--- src/rtl/muldiv_pkg.sv ---
// Shared definitions for the iterative multiply/divide unit.
//   - op encodings as presented on op_i
//   - controller FSM state encoding (2 bits)
//   - default operand width
package muldiv_pkg;

  localparam int DATA_W_DEF = 32;

  typedef enum logic [1:0] {
    OP_MULTU = 2'b00,
    OP_MULT  = 2'b01,
    OP_DIVU  = 2'b10,
    OP_DIV   = 2'b11
  } op_e;

  typedef enum logic [1:0] {
    ST_IDLE = 2'b00,
    ST_RUN  = 2'b01,
    ST_FIX  = 2'b10,
    ST_DONE = 2'b11
  } state_e;

endpackage

--- src/rtl/muldiv_datapath.sv ---
// Datapath for the iterative multiply/divide unit.
// Holds the 2*DATA_W accumulator (hi half = partial product / remainder,
// lo half = multiplier / quotient), the second-operand magnitude and the
// sign bookkeeping. A single DATA_W+1 bit adder/subtractor is shared by
// shift-add multiply and restoring shift-subtract divide.
// Ports:
//   clk_i, rst_i      clock, sync active-high reset (result registers only)
//   load_i            capture op_i/data1_i/data2_i, start a new operation
//   step_i            perform one iteration
//   fix_i             apply sign/div-by-zero fixup and update hi_o/lo_o/dz_o
//   op_i              operation code (muldiv_pkg::op_e encoding)
//   data1_i, data2_i  multiplicand/dividend, multiplier/divisor
//   hi_o, lo_o, dz_o  held result registers
module muldiv_datapath
  import muldiv_pkg::*;
#(
  parameter int DATA_W = DATA_W_DEF
) (
  input  logic              clk_i,
  input  logic              rst_i,
  input  logic              load_i,
  input  logic              step_i,
  input  logic              fix_i,
  input  logic [1:0]        op_i,
  input  logic [DATA_W-1:0] data1_i,
  input  logic [DATA_W-1:0] data2_i,
  output logic              dz_o,
  output logic [DATA_W-1:0] hi_o,
  output logic [DATA_W-1:0] lo_o
);

  logic [2*DATA_W-1:0] acc;
  logic [DATA_W-1:0]   opb;
  logic [DATA_W-1:0]   d1_raw;
  logic                is_div;
  logic                neg_q;
  logic                neg_r;
  logic                dz_q;

  logic                sgn_op;
  logic                a_neg;
  logic                b_neg;
  logic [DATA_W:0]     add_a;
  logic [DATA_W:0]     add_b;
  logic [DATA_W:0]     add_res;
  logic [DATA_W:0]     mul_hi;
  logic [2*DATA_W-1:0] acc_step;
  logic [2*DATA_W-1:0] prod_fix;
  logic [DATA_W-1:0]   q_fix;
  logic [DATA_W-1:0]   r_fix;

  function automatic logic [DATA_W-1:0] neg_if(input logic [DATA_W-1:0] v, input logic n);
    logic signed [DATA_W-1:0] vs;
    vs = v;
    return n ? -vs : vs;
  endfunction

  assign sgn_op = (op_i == OP_MULT) || (op_i == OP_DIV);
  assign a_neg  = sgn_op & data1_i[DATA_W-1];
  assign b_neg  = sgn_op & data2_i[DATA_W-1];

  // Divide compares against the remainder shifted left one place; multiply
  // adds to the unshifted high half. The remainder never exceeds twice the
  // divisor, so the DATA_W+1 bit difference carries its sign in the MSB.
  always_comb begin
    add_a   = is_div ? acc[2*DATA_W-1:DATA_W-1] : {1'b0, acc[2*DATA_W-1:DATA_W]};
    add_b   = {1'b0, opb};
    add_res = is_div ? (add_a - add_b) : (add_a + add_b);
    mul_hi  = acc[0] ? add_res : {1'b0, acc[2*DATA_W-1:DATA_W]};
    if (is_div) begin
      acc_step = {(add_res[DATA_W] ? acc[2*DATA_W-2:DATA_W-1] : add_res[DATA_W-1:0]),
                  acc[DATA_W-2:0], ~add_res[DATA_W]};
    end else begin
      acc_step = {mul_hi, acc[DATA_W-1:1]};
    end
  end

  always_comb begin
    prod_fix = neg_q ? -acc : acc;
    q_fix    = neg_if(acc[DATA_W-1:0], neg_q);
    r_fix    = neg_if(acc[2*DATA_W-1:DATA_W], neg_r);
  end

  // Operand capture / iteration
  always_ff @(posedge clk_i) begin
    if (load_i) begin
      acc    <= {{DATA_W{1'b0}}, neg_if(data1_i, a_neg)};
      opb    <= neg_if(data2_i, b_neg);
      d1_raw <= data1_i;
      is_div <= op_i[1];
      neg_q  <= a_neg ^ b_neg;
      neg_r  <= a_neg;
      dz_q   <= op_i[1] & (data2_i == '0);
    end else if (step_i) begin
      acc <= acc_step;
    end
  end

  // Result registers
  always_ff @(posedge clk_i) begin
    if (rst_i) begin
      hi_o <= '0;
      lo_o <= '0;
      dz_o <= 1'b0;
    end else if (fix_i) begin
      if (is_div && dz_q) begin
        hi_o <= d1_raw;
        lo_o <= '1;
        dz_o <= 1'b1;
      end else if (is_div) begin
        hi_o <= r_fix;
        lo_o <= q_fix;
        dz_o <= 1'b0;
      end else begin
        hi_o <= prod_fix[2*DATA_W-1:DATA_W];
        lo_o <= prod_fix[DATA_W-1:0];
        dz_o <= 1'b0;
      end
    end
  end

endmodule

--- src/rtl/muldiv_ctrl.sv ---
// Iterative multiply/divide controller (MULT, MULTU, DIV, DIVU).
// Sequences IDLE -> RUN (DATA_W iterations) -> FIX -> DONE and drives the
// load/step/fix strobes of muldiv_datapath.
// Ports:
//   clk_i, rst_i      clock, sync active-high reset
//   start_i           request, accepted in IDLE or DONE only
//   op_i              00 MULTU, 01 MULT, 10 DIVU, 11 DIV
//   data1_i, data2_i  multiplicand/dividend, multiplier/divisor
//   busy_o            high in RUN and FIX
//   done_o            one-cycle pulse when hi_o/lo_o hold a fresh result
//   dz_o              divide-by-zero flag of the last result
//   hi_o, lo_o        product high/low, or remainder/quotient
module muldiv_ctrl
  import muldiv_pkg::*;
#(
  parameter int DATA_W = DATA_W_DEF
) (
  input  logic              clk_i,
  input  logic              rst_i,
  input  logic              start_i,
  input  logic [1:0]        op_i,
  input  logic [DATA_W-1:0] data1_i,
  input  logic [DATA_W-1:0] data2_i,
  output logic              busy_o,
  output logic              done_o,
  output logic              dz_o,
  output logic [DATA_W-1:0] hi_o,
  output logic [DATA_W-1:0] lo_o
);

  localparam int CNT_W = (DATA_W > 1) ? $clog2(DATA_W) : 1;

  state_e           state_q;
  state_e           state_d;
  logic [CNT_W-1:0] cnt_q;
  logic             load;
  logic             step;
  logic             fix;

  always_ff @(posedge clk_i) begin
    if (rst_i) begin
      state_q <= ST_IDLE;
      cnt_q   <= '0;
    end else begin
      state_q <= state_d;
      cnt_q   <= (state_q == ST_RUN) ? cnt_q + 1'b1 : '0;
    end
  end

  always_comb begin
    state_d = state_q;
    load    = 1'b0;
    step    = 1'b0;
    fix     = 1'b0;
    busy_o  = 1'b0;
    done_o  = 1'b0;
    case (state_q)
      ST_IDLE: begin
        if (start_i) begin
          state_d = ST_RUN;
          load    = 1'b1;
        end
      end
      ST_RUN: begin
        busy_o = 1'b1;
        step   = 1'b1;
        if (cnt_q == CNT_W'(DATA_W - 1)) state_d = ST_FIX;
      end
      ST_FIX: begin
        busy_o  = 1'b1;
        fix     = 1'b1;
        state_d = ST_DONE;
      end
      ST_DONE: begin
        done_o = 1'b1;
        if (start_i) begin
          state_d = ST_RUN;
          load    = 1'b1;
        end else begin
          state_d = ST_IDLE;
        end
      end
      default: state_d = ST_IDLE;
    endcase
  end

  muldiv_datapath #(
    .DATA_W(DATA_W)
  ) u_dp (
    .clk_i  (clk_i),
    .rst_i  (rst_i),
    .load_i (load),
    .step_i (step),
    .fix_i  (fix),
    .op_i   (op_i),
    .data1_i(data1_i),
    .data2_i(data2_i),
    .dz_o   (dz_o),
    .hi_o   (hi_o),
    .lo_o   (lo_o)
  );

endmodule

--- config.mk ---
export PLATFORM = sky130hd
export DESIGN_NAME = muldiv_ctrl
export DESIGN_NICKNAME = d
export VERILOG_FILES = /design/src/rtl/muldiv_pkg.sv /design/src/rtl/muldiv_datapath.sv /design/src/rtl/muldiv_ctrl.sv
export SDC_FILE = /design/constraint.sdc
export NUM_CORES = 1
export LEC_CHECK = 0
export ABC_AREA = 1
export BUFFER_PORTS_ARGS = -buffer_cell sky130_fd_sc_hd__buf_4
export CAP_MARGIN = 5
export CORE_ASPECT_RATIO = 0.8
export CORE_MARGIN = 1
export CORE_UTILIZATION = 56
export CTS_CLUSTER_DIAMETER = 100
export CTS_CLUSTER_SIZE = 14
export DETAILED_ROUTE_END_ITERATION = 6
export HOLD_SLACK_MARGIN = 0.08
export PLACE_DENSITY = 0.78
export SLEW_MARGIN = 5
export SYNTH_ARGS = -nofsm -noshare
export SYNTH_HDL_FRONTEND = slang
export SYNTH_SLANG_ARGS = --single-unit
--- constraint.sdc ---
create_clock -name clk_i -period 3.8 [get_ports clk_i]
set_clock_uncertainty 0.1 [all_clocks]
set_input_delay 0.76 -clock clk_i [delete_from_list [all_inputs] [get_ports clk_i]]
set_output_delay 0.76 -clock clk_i [all_outputs]
set_load 0.1 [all_outputs]
* Word level (Yosys, flattened, before mapping)
Index checks and enable logic that the tools add are counted.
** Operators by class
- Bitwise logic cells :: 6
- Multiplexer cells :: 27
- Equality and inequality tests :: 8
- Add/sub/neg operators :: 8
- Reductions and logical operators :: 9
** Operators by type and width (number)
- $mux W32 :: 11
- $mux W64 :: 2
- $neg A32 Y32 :: 4
- $mux W33 :: 3
- $neg A64 Y64 :: 1
- $add A33 B32 Y33 :: 1
- $sub A33 B32 Y33 :: 1
- $logic_not A32 Y1 :: 1
- $mux W1 :: 8
- $pmux W2 S4 :: 1
- $eq A2 B2 Y1 const B :: 3
- $reduce_or A2 Y1 :: 3
- $add A5 B1 Y5 const B :: 1
- $eq A5 B5 Y1 const B :: 1
- $eq A2 B1 Y1 const B :: 2
- $mux W2 :: 2
- $and A1 B1 Y1 :: 3
- $logic_not A2 Y1 :: 1
- $ne A2 B1 Y1 const B :: 1
- $ne A2 B2 Y1 const B :: 1
- $not A1 Y1 :: 2
- $reduce_and A2 Y1 :: 1
- $reduce_bool A2 Y1 :: 1
- $logic_and A1 B1 Y1 :: 1
- other kinds (2) :: 2
** Word-level totals
- Output and inout port bits :: 67
- Register bits :: 204
- Logic and storage cells :: 71
- Bits of input ports :: 69

* Logic depth before layout (Yosys ltp)
- Depth in word-level cells :: 7
- Mapped depth :: 28

* Cells and area by module
From an unflattened synthesis, not the netlist that was laid out.
** Second synthesis, totals
- Cells, all modules :: 2603
- Area total of the unflattened synthesis :: 16358.2 um^2
** By module, submodules not included
- muldiv_datapath :: area each 15977.8 um^2, cells an instance 2555, times used 1
- muldiv_ctrl :: area each 380.4 um^2, cells an instance 48, times used 1

* Worst setup path before layout
No wires, ideal clock.
- Path type :: register -> register
- Start :: register state_q[0]
- End :: register u_dp.acc[1], data pin
- Setup time :: 190 ps
- Arrival time :: 4244 ps
- Stages on the path, launching flop included :: 8
- Path slack :: -735 ps
- Path buffers :: 2
- Clock period less this slack :: 4535 ps
- Cell sequence :: dfxtp_1 > inv_1 > ha_1 > nor2_1 > buf_2 > buf_1 > o21ai_0 > o22ai_1
** On the way
- Cells in the longest elaborated chain, start to end :: 4
- Elaborated cells on any way between the ends :: 5
- Classes of those cells :: eq/ne (1); mux (2); reduce/logical (2)
** Ends and longest elaborated chain
- start, declared :: line muldiv_ctrl.sv:33 : state_e state_q;
- start signal, assigned :: line muldiv_ctrl.sv:45 : state_q <= state_d;
- $eq A2 B2 Y1 / $logic_not A2 Y1 (equally long branches) :: line muldiv_ctrl.sv:57 : case (state_q)
- $reduce_or A2 Y1 (no line) *
- $mux W1 *
- via load :: line muldiv_ctrl.sv:36 : logic load;
- $mux W32 * :: line muldiv_datapath.sv:86 : if (load_i) begin
- end signal, assigned :: line muldiv_datapath.sv:87 : acc <= {{DATA_W{1'b0}}, neg_if(data1_i, a_neg)};
- end signal, assigned :: line muldiv_datapath.sv:95 : acc <= acc_step;
- end, declared :: line muldiv_datapath.sv:32 : logic [2*DATA_W-1:0] acc;
Mark *: on every way through the listed nets, which the timed path passes. The rest lies on a longest branch.
A chain may end at the register's enable or synchronous reset.

* Final worst setup path
- Start :: register u_dp.opb[0]
- End :: register u_dp.acc[48]
** On the way
- Cells in the longest elaborated chain, start to end :: 4
- Elaborated cells on any way between the ends :: 6
- Classes of those cells :: add/sub (2); mux (4)
** Ends and longest elaborated chain
- start, declared :: line muldiv_datapath.sv:33 : logic [DATA_W-1:0] opb;
- start signal, assigned :: line muldiv_datapath.sv:88 : opb <= neg_if(data2_i, b_neg);
- $add A33 B32 Y33 / $sub A33 B32 Y33 (equally long branches) :: line muldiv_datapath.sv:68 : add_res = is_div ? (add_a - add_b) : (add_a + add_b);
- $mux W33 * :: line muldiv_datapath.sv:68
- $mux W33 / $mux W32 (equally long branches) :: line muldiv_datapath.sv:69, muldiv_datapath.sv:71
- $mux W64 * :: line muldiv_datapath.sv:70 : if (is_div) begin
Every way passes the cells marked *; elsewhere a longest branch is shown, timed or not.

==> flow_results.xml <==
<?xml version="1.0" encoding="UTF-8"?>
<metrics>
  <group name="status">
    <metric name="outcome" unit="">finished with violations</metric>
    <metric name="failed_checks" unit="">design-rule violations</metric>
  </group>
  <group name="sta">
    <metric name="setup_repair_after_global_routing_missed_its_margin" unit="">true</metric>
    <metric name="max_slew.worst_pin.slew" unit="ps">795</metric>
    <metric name="hold_viol" unit="">0</metric>
    <metric name="final_setup_fails" unit="">0</metric>
    <metric name="timing.max_slew.rel_slack" unit="%">46.6</metric>
    <metric name="fmax" unit="GHz">0.265</metric>
    <metric name="final_max_slew_viol_count" unit="">0</metric>
    <metric name="final.hold.worst_slack" unit="ps">348</metric>
    <metric name="layout_worst_path_cycle_share" unit="%">99.2</metric>
    <metric name="final_critical_path_setup_slack" unit="ps">29.5</metric>
    <metric name="tns" unit="ps">0</metric>
    <metric name="min_cycle_time_layout" unit="ps">3770</metric>
  </group>
  <group name="floorplan">
    <metric name="die_width" unit="um">193</metric>
    <metric name="rows" unit="">55</metric>
    <metric name="fp.dieH" unit="um">155</metric>
    <metric name="initial_core_util" unit="%">57.3</metric>
    <metric name="die_area" unit="um^2">29800</metric>
    <metric name="design.core.area" unit="um^2">28500</metric>
    <metric name="pin_count" unit="">136</metric>
  </group>
  <group name="setup_path">
    <metric name="worstSetupPathType" unit="">reg -&gt; reg</metric>
    <metric name="worst_path_largest_cell_delay" unit="ps">400</metric>
    <metric name="critPathCapture" unit="">u_dp.acc[48]</metric>
    <metric name="reg2reg_from" unit="">u_dp.opb[0]</metric>
    <metric name="r2r-end" unit="">u_dp.acc[48]</metric>
    <metric name="critical_path.endpoint_type" unit="">flip-flop</metric>
    <metric name="worstPathMaxFanout" unit="">11</metric>
    <metric name="critical_path.startpoint_type" unit="">flip-flop</metric>
    <metric name="timing.critical_path.arrival" unit="ps">4060</metric>
    <metric name="reg2regPathDepth" unit="">28</metric>
    <metric name="startpoint" unit="">u_dp.opb[0]</metric>
    <metric name="cp_data_required_time" unit="ps">4090</metric>
    <metric name="timing.reg2reg.setup_slack" unit="ps">30</metric>
    <metric name="cell_with_the_largest_stage_delay_on_the_worst_path" unit="">sky130_fd_sc_hd__edfxtp_1</metric>
  </group>
  <group name="power">
    <metric name="p_seq_share" unit="%">22.6</metric>
    <metric name="p_clk_share" unit="%">10.0</metric>
    <metric name="power.internal" unit="mW">7.70</metric>
    <metric name="power.static_leakage" unit="nW">8.84</metric>
    <metric name="vdd_drop_max" unit="V">0.000851</metric>
    <metric name="comb_power_share" unit="%">67.4</metric>
    <metric name="power_density" unit="nW/um^2">962</metric>
    <metric name="total_power" unit="mW">18.3</metric>
    <metric name="switching_share" unit="%">57.9</metric>
    <metric name="net_switching_component_of_the_power" unit="mW">10.6</metric>
  </group>
  <group name="cells_and_area">
    <metric name="layout_common_cells" unit="">sky130_fd_sc_hd__nand2_1, sky130_fd_sc_hd__inv_1, sky130_fd_sc_hd__nor2_1, sky130_fd_sc_hd__a21oi_1, sky130_fd_sc_hd__nand3_1</metric>
    <metric name="finished_core_util" unit="%">66.7</metric>
    <metric name="area.growth.synth_to_final" unit="%">16.5</metric>
    <metric name="filler_cell_count" unit="">2537</metric>
    <metric name="most_frequent_standard_cell_in_the_layout_excluding_fill_and_tap_cells" unit="">sky130_fd_sc_hd__nand2_1</metric>
    <metric name="fin_nets" unit="">2797</metric>
    <metric name="antenna_cells_inserted" unit="">0</metric>
    <metric name="post_route_cells_drive_above_1_share" unit="%">15.0</metric>
  </group>
  <group name="route">
    <metric name="drt_iter0_markers" unit="">2944</metric>
    <metric name="routedWlPerCell" unit="um">20.9</metric>
    <metric name="total_drc_errors_in_the_routed_layout" unit="">3</metric>
    <metric name="route.antenna.remaining_nets" unit="">0</metric>
    <metric name="via_count" unit="">18525</metric>
    <metric name="detailedRoute.firstPassIterationCount" unit="">7</metric>
    <metric name="drt_wl_total" unit="um">64200</metric>
    <metric name="post_drt_via_cell_ratio" unit="">6.05</metric>
  </group>
  <group name="synth">
    <metric name="syn_area_per_cell" unit="um^2">6.38</metric>
    <metric name="part_of_the_yosys_area_used_for_sequential_elements" unit="%">31.2</metric>
    <metric name="synth_cells" unit="">2558</metric>
    <metric name="synth_area" unit="um^2">16300</metric>
    <metric name="seq_cells_post_synth" unit="">204</metric>
    <metric name="synth.yosys.warnings" unit="">0</metric>
    <metric name="count_of_different_cell_masters_after_synthesis" unit="">51</metric>
    <metric name="ys.flop_type" unit="">sky130_fd_sc_hd__dfxtp_1</metric>
    <metric name="ys_async_sr_fraction" unit="%">0</metric>
    <metric name="synth.net_count" unit="">2673</metric>
    <metric name="post_synth_edffs" unit="">100</metric>
  </group>
  <group name="global_route">
    <metric name="maximum_number_of_pins_on_one_net_before_global_route_repair" unit="">117</metric>
    <metric name="globalRouteTotalUtil" unit="%">41.6</metric>
    <metric name="antenna_found_initial" unit="">1</metric>
    <metric name="number_of_global_route_vias_before_repair" unit="">15992</metric>
    <metric name="grt_overflow" unit="">0</metric>
    <metric name="grt_pass1_wl" unit="um">93800</metric>
  </group>
  <group name="cts">
    <metric name="cts_num_sinks" unit="">204</metric>
    <metric name="cts_tree" unit="">built</metric>
    <metric name="clockBufferDepth" unit="">3</metric>
    <metric name="tritoncts.num_buffers" unit="">18</metric>
    <metric name="clk_pin_slew_worst_paths" unit="ps">80</metric>
    <metric name="cts_h_tree_lvls" unit="">1</metric>
    <metric name="cts_root_buffer" unit="">sky130_fd_sc_hd__clkbuf_16</metric>
    <metric name="worst_skew_pair.late_latency" unit="ps">510</metric>
  </group>
  <group name="placement">
    <metric name="post-place-ws" unit="ps">-41.2</metric>
    <metric name="gp_congestion" unit="">1.07</metric>
    <metric name="io_buffer_count" unit="">135</metric>
    <metric name="detailed_place_hpwl" unit="um">49000</metric>
  </group>
  <group name="flow_run">
    <metric name="timing.max_cap.violations" unit="">0</metric>
  </group>
  <group name="hold_path">
    <metric name="hp-class" unit="">in -&gt; reg</metric>
  </group>
</metrics>
worst max-delay path, delay by kind of cell, from the launching register on:
family | cells | cell delay, ps
AOI/OAI and AO/OA | 1 | 70
and+or+nand+nor | 18 | 1790
xor gates and xnor gates | 1 | 210
DFF | 1 | 400
buffers and inverters | 7 | 760
adders and majority gates | 1 | 300
per-stage QoR:
| stage | cells | area (um^2) |
|---|---|---|
| 2_1_floorplan | 2558 | 16300 |
| 3_3_place_gp | 3012 | 17700 |
| 3_5_place_dp | 3012 | 17700 |
| 4_1_cts | 3044 | 18300 |
| 5_1_grt | 3064 | 19000 |
| 6_report | 3064 | 19000 |
state kept, by name (all words and copies together), names as in the netlist:
register / flops
u_dp.neg_r: 1
u_dp.d1_raw: 32
u_dp.is_div: 1
state_q: 2
u_dp.lo_o: 32
u_dp.opb: 32
u_dp.dz_q: 1
u_dp.dz_o: 1
u_dp.acc: 64
u_dp.neg_q: 1
cnt_q: 5
u_dp.hi_o: 32
cell type report:
type                    count  area (um^2)  share of cell area [%]
multi-input cells        1898         9960                    52.4
clock inverters             1         16.3                  0.0856
flip-flops and latches    204         5080                    26.7
clock buffers              31          531                    2.79
well taps                 370          463                    2.44
inverters                 364         1370                    7.20
repair buffers            196         1590                    8.37
layer usage:
| layer | global-route usage [%] | up-vias | share of wire, % |
|---|---|---|---|
| li1 | - | 8597 | - |
| met1 | 65.1 | 8444 | 43 |
| met2 | 54.9 | 1344 | 38 |
| met3 | 13.0 | 138 | 16 |
| met4 | 7.39 | 2 | 2.2 |
| met5 | 0 | - | 0.020 |
how the worst min path moves through the flow:
stage               slack [ps]  cells past startpoint             end  startpoint
finish                     350                      1     u_dp.opb[0]  data2_i[0]
detailed placement         340                      1        cnt_q[0]    cnt_q[0]
global route               340                      1  u_dp.d1_raw[3]  data1_i[3]
floorplan                  320                      1        cnt_q[0]    cnt_q[0]
global placement           330                      1        cnt_q[0]    cnt_q[0]
CTS                        340                      1     u_dp.opb[0]  data2_i[0]
Yosys cell counts, types with 13 or more instances:
cell type                  instances  share of area, %
sky130_fd_sc_hd__inv_1           348               8.0
sky130_fd_sc_hd__nand2_2          14              0.54
sky130_fd_sc_hd__nand4_1          22              0.84
sky130_fd_sc_hd__a21oi_1         219               6.7
sky130_fd_sc_hd__dfxtp_1         104                13
sky130_fd_sc_hd__a22oi_1          30               1.4
sky130_fd_sc_hd__nor3_1           24              0.74
sky130_fd_sc_hd__a31oi_1          16              0.61
sky130_fd_sc_hd__o21ai_0         194               5.9
sky130_fd_sc_hd__clkbuf_1         61               1.4
sky130_fd_sc_hd__o21ai_1          15              0.46
sky130_fd_sc_hd__nand2_1         693                16
sky130_fd_sc_hd__nand3_1         199               6.1
sky130_fd_sc_hd__nor2_2           15              0.57
sky130_fd_sc_hd__o211ai_1         13              0.60
sky130_fd_sc_hd__xor2_1           50               2.7
sky130_fd_sc_hd__nor2_1          238               5.5
sky130_fd_sc_hd__ha_1             45               3.4
sky130_fd_sc_hd__xnor2_1          27               1.4
sky130_fd_sc_hd__edfxtp_1        100                18
timing repair:
| item | in CTS | in global routing |
|---|---|---|
| endpoints found under the setup margin | 24 | 33 |
| gates resized for setup | 4 | 125 |
| buffers inserted | 0 | 15 |
| cloned | 0 | 5 |
| pin swaps | 0 | 30 |
| hold buffers | 0 | 0 |
logic make-up (layout without fill, tap and decap cells):
logic type | after synthesis | count (layout) | synth area share (%)
compound gates | 524 | 524 | 17.6
xor+xnor | 77 | 77 | 4.13
fa+ha+maj | 46 | 46 | 3.57
buf+inv | 457 | 592 | 11.0
flops | 204 | 204 | 31.2
simple gates | 1250 | 1251 | 32.5
power groups by stage:
stage | combinational, mW | sequential (mW) | clock [mW]
2_1_floorplan | 6.40 | 5.40 | 0
4_1_cts | 11.1 | 4.04 | 1.82
5_1_grt | 13.1 | 4.17 | 1.89
6_report | 12.3 | 4.14 | 1.83
3_5_place_dp | 11.0 | 4.08 | 0
3_3_place_gp | 10.9 | 4.07 | 0
(Power assumes the default switching activity.)
